--- src/rtl/uart_cmd_ctrl.sv ---
`default_nettype none
// ============================================================================
// Module   : uart_cmd_ctrl
// Brief    : Parses '$' CMD LEN PAYLOAD CSUM frames from a UART byte stream.
// Revision : 1.0 - initial release
// ============================================================================
module uart_cmd_ctrl #(
    parameter int CLK_FREQ     = 50000000,
    parameter int BAUD_RATE    = 9600,
    parameter int TIMEOUT_CLKS = (CLK_FREQ / BAUD_RATE) * 20
) (
    input  logic        clk,
    input  logic        rst,
    input  logic [7:0]  rx_data,
    input  logic        rx_valid,
    output logic [7:0]  cmd,
    output logic [31:0] payload,
    output logic [2:0]  len,
    output logic        cmd_valid,
    output logic        err,
    output logic [1:0]  err_code,
    output logic        busy
);

    localparam int                 c_CNT_W    = ($clog2(TIMEOUT_CLKS) > 0) ? $clog2(TIMEOUT_CLKS) : 1;
    localparam logic [c_CNT_W-1:0] c_TMO_LAST = c_CNT_W'(TIMEOUT_CLKS - 1);
    localparam logic [7:0]         c_SOF      = 8'h24;

    typedef enum logic [2:0] {
        S_IDLE = 3'd0,
        S_CMD  = 3'd1,
        S_LEN  = 3'd2,
        S_DATA = 3'd3,
        S_CSUM = 3'd4
    } state_t;

    state_t             r_state;
    logic [7:0]         r_cmd_stage;
    logic [2:0]         r_len_stage;
    logic [1:0]         r_idx;
    logic [31:0]        r_stage;
    logic [7:0]         r_xor;
    logic [c_CNT_W-1:0] r_tmo_cnt;
    logic [7:0]         r_cmd;
    logic [31:0]        r_payload;
    logic [2:0]         r_len;
    logic               r_cmd_valid;
    logic               r_err;
    logic [1:0]         r_err_code;

    always_ff @(posedge clk or posedge rst) begin
        if (rst) begin
            r_state     <= S_IDLE;
            r_cmd_stage <= 8'h00;
            r_len_stage <= 3'd0;
            r_idx       <= 2'd0;
            r_stage     <= 32'h0;
            r_xor       <= 8'h00;
            r_tmo_cnt   <= '0;
            r_cmd       <= 8'h00;
            r_payload   <= 32'h0;
            r_len       <= 3'd0;
            r_cmd_valid <= 1'b0;
            r_err       <= 1'b0;
            r_err_code  <= 2'd0;
        end else begin
            r_cmd_valid <= 1'b0;
            r_err       <= 1'b0;
            if (r_state == S_IDLE) begin
                r_tmo_cnt <= '0;
                if (rx_valid && rx_data == c_SOF) begin
                    r_stage <= 32'h0;
                    r_state <= S_CMD;
                end
            end else if (rx_valid) begin
                // A byte arriving on the expiry clock wins over the timeout.
                r_tmo_cnt <= '0;
                case (r_state)
                    S_CMD: begin
                        r_cmd_stage <= rx_data;
                        r_xor       <= rx_data;
                        r_state     <= S_LEN;
                    end
                    S_LEN: begin
                        r_xor <= r_xor ^ rx_data;
                        if (rx_data == 8'd0) begin
                            r_len_stage <= 3'd0;
                            r_state     <= S_CSUM;
                        end else if (rx_data <= 8'd4) begin
                            r_len_stage <= rx_data[2:0];
                            r_idx       <= 2'd0;
                            r_state     <= S_DATA;
                        end else begin
                            r_err      <= 1'b1;
                            r_err_code <= 2'd1;
                            r_state    <= S_IDLE;
                        end
                    end
                    S_DATA: begin
                        r_stage[{r_idx, 3'b000} +: 8] <= rx_data;
                        r_xor                         <= r_xor ^ rx_data;
                        r_idx                         <= r_idx + 2'd1;
                        if ({1'b0, r_idx} == r_len_stage - 3'd1) begin
                            r_state <= S_CSUM;
                        end
                    end
                    S_CSUM: begin
                        if (rx_data == r_xor) begin
                            r_cmd       <= r_cmd_stage;
                            r_payload   <= r_stage;
                            r_len       <= r_len_stage;
                            r_cmd_valid <= 1'b1;
                        end else begin
                            r_err      <= 1'b1;
                            r_err_code <= 2'd2;
                        end
                        r_state <= S_IDLE;
                    end
                    default: r_state <= S_IDLE;
                endcase
            end else if (r_tmo_cnt == c_TMO_LAST) begin
                r_err      <= 1'b1;
                r_err_code <= 2'd3;
                r_tmo_cnt  <= '0;
                r_state    <= S_IDLE;
            end else begin
                r_tmo_cnt <= r_tmo_cnt + 1'b1;
            end
        end
    end

    assign cmd       = r_cmd;
    assign payload   = r_payload;
    assign len       = r_len;
    assign cmd_valid = r_cmd_valid;
    assign err       = r_err;
    assign err_code  = r_err_code;
    assign busy      = (r_state != S_IDLE);

endmodule
`default_nettype wire

--- config.mk ---
export PLATFORM = sky130hd
export DESIGN_NAME = uart_cmd_ctrl
export DESIGN_NICKNAME = d
export VERILOG_FILES = /design/src/rtl/uart_cmd_ctrl.sv
export SDC_FILE = /design/constraint.sdc
export NUM_CORES = 1
export LEC_CHECK = 0
export ABC_AREA = 1
export CORE_MARGIN = 1
export CORE_UTILIZATION = 55
export DETAILED_ROUTE_END_ITERATION = 16
export PLACE_DENSITY_LB_ADDON = 0.12
export RECOVER_POWER = 50
export SLEW_MARGIN = 20
export SYNTH_ARGS = -nofsm -noshare
export SYNTH_HDL_FRONTEND = slang
export SYNTH_SLANG_ARGS = --single-unit
--- constraint.sdc ---
create_clock -name clk -period 12.9 [get_ports clk]
set_clock_uncertainty 0.2 [all_clocks]
set_input_delay 2.58 -clock clk [delete_from_list [all_inputs] [get_ports clk]]
set_output_delay 2.58 -clock clk [all_outputs]
set_load 0.03 [all_outputs]
==> metrics, run 1 <==
Max Fclk=189 MHz; Synth Cell Area=5540 µm²; Final min period=5280 ps; fin util=69.2%; I/O pins=59; HPWL after detailed placement=7.75 mm; TritonCTS buffer count=17; Worst Reg2Reg Path Length in Cells=5; CTS tree=done; area delta synth->final=21.9%; # diodes=0; Die Area=10,500 µm²; post-DR vias/cell=5.12; Routed Antenna Nets=0; vias after detailed routing=4,384; Die Y-Extent=102 µm; setup ws final=7620 ps; total power divided by cell area=181 nW/µm²; YS warnings=0; core area=9770 µm²; Post-synth ARST share=100%; clock tree sinks=120; DP Worst Slack=6950 ps; outcome=complete, no violations; worst-path maximum fanout=24; Hold Crit Endpoint=r_tmo_cnt[16]; layout cell share with drive strength beyond 1=11.3%; top sig layer=met4; global route overflow=0; number of synthesized flops with an enable pin=0; buffer depth of the longest clock path=2; worst path required time=13,130 ps; worst slew pin tran=1280 ps; Mapped Nets=667; Mapped Avg Cell Area=8.53 µm²; CTS root buf=clkbuf_8; Hold Violations, Final=0; Slew Viols, Final=0; hold wc startpoint=r_tmo_cnt[16]; FP Rows=36; Multi-input gate area=2200 µm²; initial core utilization=56.7%; FF+latch area=3000 µm²; Worst-Skew Late Latency=520 ps; final setup vio count=0; Reg-to-Reg End=r_xor[6]; ys flop type=dfrtp_1; leading area contributor after synthesis=dfrtp_1; most common cell in the netlist=nand2_1; first-pass GRT wire length=20.3 mm; CTS H-tree depth=4; top cell type's share of synthesized area=54.2%; Placed Area=6180 µm²; r2r setup slk=10,090 ps; largest net degree at the start of global routing=91; worst hold stages=1; synth top area cells=dfrtp_1, nand2_1, o21ai_2, inv_1, nor2_1; FILL cells=824; post-CTS setup buffers=0; Setup crit start kind=input pin; clock-pin transition on the worst setup and hold timing paths=60 ps; total track usage=25.6%; vias in the first global route=4,278; Max VDD drop=0.116 mV; DR DRC count=0; routed len/inst=14.0 µm; Netlist cell types=34; antenna violations before repair=0; NumNets Final=727; Worst Setup Path Type=input pin to flop; Critical Path Sink Type=flop; Hold Crit Class=flop to flop; RSZ-0062 raised after global routing=no; hold-fix buffer count after cts=0; Yosys reg bits=120; WL met2=5.92 mm; Non-Filler Cell Area, Final=6760 µm²; routed wire length=12.0 mm; TNS Setup=0 ps; Detailed Routing Iterations Pass 1=5; fin crit share=40.9%; # resized after CTS=0; initial drt markers=244; max_cap viols=0; Worst Path Arrival=5510 ps; Seq/Total Area, Yosys=54.2%; Die W=102 µm; routability cong.=0.860; Met1 Wirelength=5.33 mm; Cells after Synth=650; RR Startpoint=r_state[0]; Post-synth top cells=nand2_1, dfrtp_1, inv_1; Slew headroom=14.5%; DR WL met3=602 µm; number of port buffers=58; leakage power=0.00327 µW
-- critical path: stages --
cell           delay [ps]
dlygate4sd3_1         700
inv_1                 190
nor3_1                840
nand2_1               730
nand2_1               250
xor2_1                210
-- layer usage --
metal	track usage [%]	vias up
met1	34.0	2078
met3	6.16	16
met5	0	-
li1	-	2150
met4	8.46	0
met2	41.4	140
-- placed cells by master (no fill, tap or decap), drive strengths merged --
cell type      Yosys  layout
dlygate4sd3        0       3
xnor2              6       6
dfrtp            120     120
or2                1       1
nand2            294     294
a21oi              8       8
clkinv             1       5
a211oi             1       1
buf               18       2
nand4              6       6
clkdlybuf4s50      0      55
bufinv             0       3
a31oi              1       1
nor2              38      38
ha                 6       6
a21o               1       1
nor3               8       8
o21bai             2       2
nor4               1       1
inv               51      54
clkbuf             1      18
nand3             15      15
o31ai              1       1
o21ai             58      58
xor2              12      12
clkinvlp           0       4
-- report_power, final --
part	leakage [µW]	internal [µW]	total (µW)	switching [µW]
clock network	0.000288	300	476	175
logic	0.00134	89.6	275	185
registers	0.00164	429	476	46.9
total	0.00327	819	1230	408
-- registers in the layout, indices dropped and copies added (netlist names) --
| name | cells |
|---|---|
| r_stage | 32 |
| cmd_valid | 1 |
| payload | 32 |
| r_xor | 8 |
| len | 3 |
| err_code | 2 |
| r_tmo_cnt | 17 |
| cmd | 8 |
| r_idx | 2 |
| r_state | 3 |
| r_len_stage | 3 |
| r_cmd_stage | 8 |
| err | 1 |
-- how the worst max path moves through the flow --
stage / slack, ps / start / end
floorplan: 6930 / rst / cmd[0]
CTS: 7360 / rx_data[1] / payload[23]
finish: 7620 / rx_valid / r_xor[6]
global placement: 7030 / rx_data[3] / payload[11]
detailed placement: 6950 / rx_data[1] / cmd[2]
global route: 7500 / rx_valid / r_xor[6]
-- kinds of logic after synthesis --
logic type	count (synthesis)	synth area share [%]
and+or+nand+nor	363	26.6
AOI/OAI and AO/OA	72	9.19
DFF	120	54.2
xor gates and xnor gates	18	2.84
buffers and inverters	71	5.89
adders and majority gates	6	1.35
-- stage by stage --
| stage | hold slack [ps] | instances | total power (µW) |
|---|---|---|---|
| finish | 241 | 856 | 1230 |
| global route | 283 | 856 | 1290 |
| CTS | 243 | 856 | 1240 |
| detailed placement | 234 | 824 | 752 |
| global placement | 233 | 824 | 745 |
| floorplan | 218 | 650 | 686 |
-- cell type report --
cell class / count / area share (%)
clock buffers: 18 / 6.33
clock inverters: 14 / 2.54
inverters: 52 / 2.91
multi-input cells: 459 / 32.5
flip-flops and latches: 120 / 44.4
well taps: 133 / 2.46
repair buffers: 60 / 8.87
Power figures use the tool's default switching activity.
==> run 2: changes to the inputs <==
CORE_UTILIZATION = 51   (was 55)
clock period = 4.32 ns   (was 12.9 ns; I/O delays follow)
==> run 2 against run 1 <==
The run now ends with max-capacitance violations, max-slew violations left. Flip-flop and latch count unchanged. Utilization down 3.3 points. Clock-buffer cell count up 1. Register-to-register slack worse by 8400 ps. Die area up 7.7%. Largest cell class unchanged. Largest power group is now clock.
==> metrics, run 2 (synthesis results as in run 1) <==
internal power=2570 µW (was 819 µW); clock-pin transition on the worst setup and hold timing paths=60 ps (about the same); core area=10,400 µm² (was 9770 µm²); Min Hold Slack=248 ps (was 241 ps); hold-fix buffer count after cts=0 (unchanged); Multi-input gate area=2210 µm² (was 2200 µm²); CTS root buf=clkbuf_8 (unchanged); CTS tree=done (unchanged); Hold Violations, Final=0 (unchanged); net switching power=1200 µW (was 408 µW); FP Rows=37 (was 36); Die W=106 µm (was 102 µm); routability cong.=0.901 (was 0.860); worst path required time=4520 ps (was 13,130 ps); max incr delay on CP=730 ps (was 840 ps); final setup vio count=0 (unchanged); clock tree sinks=120 (unchanged); Detailed Routing Iterations Pass 1=5 (unchanged); Logic pwr share=21.8% (was 22.4%); HPWL after detailed placement=8.11 mm (was 7.75 mm); post-DR vias/cell=5.11 (was 5.12); layout cell share with drive strength beyond 1=11.8% (was 11.3%); Worst Setup Path Type=input pin to flop (unchanged); # resized after CTS=0 (unchanged); fin crit share=76.3%; vias after detailed routing=4,415 (was 4,384); DP Worst Slack=1080 ps (was 6950 ps); leakage power=0.00331 µW (was 0.00327 µW); Slew headroom=-13.7% (was 14.5%); NumNets Final=732 (was 727); Max Fclk=303 MHz; Die Y-Extent=106 µm (was 102 µm); worst-path maximum fanout=42 (was 24); dpl cells=832 (was 824); Die Area=11,300 µm² (was 10,500 µm²); total power divided by cell area=550 nW/µm² (was 181 nW/µm²); TNS Setup=0 ps (unchanged); post-CTS setup buffers=0 (unchanged); critical path's slowest cell=dlygate4sd3_1 (was nor3_1); Hold Crit Class=flop to flop (unchanged); setup ws final=1020 ps (was 7620 ps); global route overflow=0 (unchanged); area delta synth->final=23.7% (was 21.9%); Flop pwr share=37.6% (was 38.8%); number of port buffers=58 (unchanged); initial core utilization=53.2% (was 56.7%); Switching Share=31.8% (was 33.2%); Worst-Skew Late Latency=510 ps (was 520 ps); # diodes=0 (unchanged); Setup crit start kind=input pin (unchanged); outcome=complete, but fails checks (was complete, no violations); Worst Path Arrival=3490 ps (was 5510 ps); Slew Viols, Final=40 (was 0); total track usage=23.1% (was 25.6%); initial drt markers=204 (was 244); commonest non-fill, non-tap cell in the layout=nand2_1 (unchanged); Final min period=3300 ps; DR DRC count=0 (unchanged); routed wire length=11.7 mm (was 12.0 mm); Clk pwr share=40.6% (was 38.8%); crit path cell chain=dlygate4sd3_1 > inv_1 > nand2_1 > nand2_1 > nand2_1 > nor2_1 > nand3_1 > clkbuf_1 > clkinv_1 > buf_4 > nand2_1 > nand2_1 (was dlygate4sd3_1 > inv_1 > nor3_1 > nand2_1 > nand2_1 > xor2_1); r2r setup slk=1700 ps (was 10,090 ps); vias in the first global route=4,241 (was 4,278); RSZ-0062 raised after global routing=no (unchanged); most frequent cells in the layout=nand2_1, dfrtp_1, clkdlybuf4s50_1 (unchanged); routed len/inst=13.6 µm (was 14.0 µm); TritonCTS buffer count=17 (unchanged); FILL cells=880 (was 824); Non-Filler Instances=864 (was 856); FF+latch area=3000 µm² (unchanged); antenna violations before repair=0 (unchanged); cell class contributing the biggest share of worst-path delay=buffers and inverters (was simple AND/OR/NAND/NOR gates); largest net degree at the start of global routing=43 (was 91); I/O pins=59 (unchanged); worst slew pin tran=1700 ps (was 1280 ps); Routed Antenna Nets=0 (unchanged); failing checks=max-capacitance violations, max-slew violations; first-pass GRT wire length=20.3 mm (about the same); worst path bufs/invs=5 (was 2); cell mode on critical path=nand2_1 (unchanged); buffer depth of the longest clock path=2 (unchanged); max_cap viols=1 (was 0); Critical Path Sink Type=flop (unchanged); CTS H-tree depth=4 (unchanged); Max VDD drop=0.351 mV (was 0.116 mV)
run 2: cell count changes in the layout (fill, tap and decap cells not counted), moves of 2 or more:
| cell | previous run | this run |
|---|---|---|
| buf_4 | 1 | 6 |
| clkinv_2 | 3 | 0 |
| bufinv_16 | 3 | 5 |
| clkbuf_1 | 0 | 2 |
| clkinv_4 | 2 | 4 |
run 2: worst reg2reg max path, delay by kind of cell (launching register included):
kind | cells | cell delay (ps)
AOI/OAI and AO/OA | 1 | 170
adders and majority gates | 1 | 510
and+or+nand+nor | 3 | 810
DFF | 1 | 680
buffers and inverters | 1 | 180
run 2: final cells by class:
cell class / instances / area share [%]
inverter: 52 / 2.86
timing repair buffer: 65 / 9.18
clock buffer: 19 / 6.29
tap: 136 / 2.48
clock inverter: 13 / 3.17
sequential: 120 / 43.8
multi-input combinational: 459 / 32.2
run 2: path summary, 6_finish.rpt:
kind / start / endpoint / cells past startpoint
worst min register to register: r_tmo_cnt[16] / r_tmo_cnt[16] / 1
worst max-delay path: rx_data[4] / len[2] / 12
worst max register to register: r_idx[0] / r_stage[22] / 6
max in group asynchronous: rst / r_len_stage[0] / 3
min in group asynchronous: rst / cmd[6] / 2
worst min-delay path: r_tmo_cnt[16] / r_tmo_cnt[16] / 1
run 2: per-layer routing:
layer | routed length, µm | track usage (%)
met4 | 140 | 8.33
met3 | 470 | 4.41
met5 | 0 | 0
met2 | 5740 | 36.7
met1 | 5400 | 31.5
run 2: power groups by stage:
stage	Sequential, µW	Combinational, µW	Clock [µW]
after floorplan	1420	632	0
after global placement	1430	801	0
after detailed placement	1440	816	0
after CTS	1420	830	1560
after global routing	1440	924	1610
final	1420	822	1530
run 2: stage by stage:
step	cell area, µm²	utilization, %	power (µW)
final	6860	65.8	3770
after global routing	6860	65.8	3970
after CTS	6870	65.9	3810
after detailed placement	6220	59.7	2250
after global placement	6220	59.7	2230
after floorplan	5540	-	2050
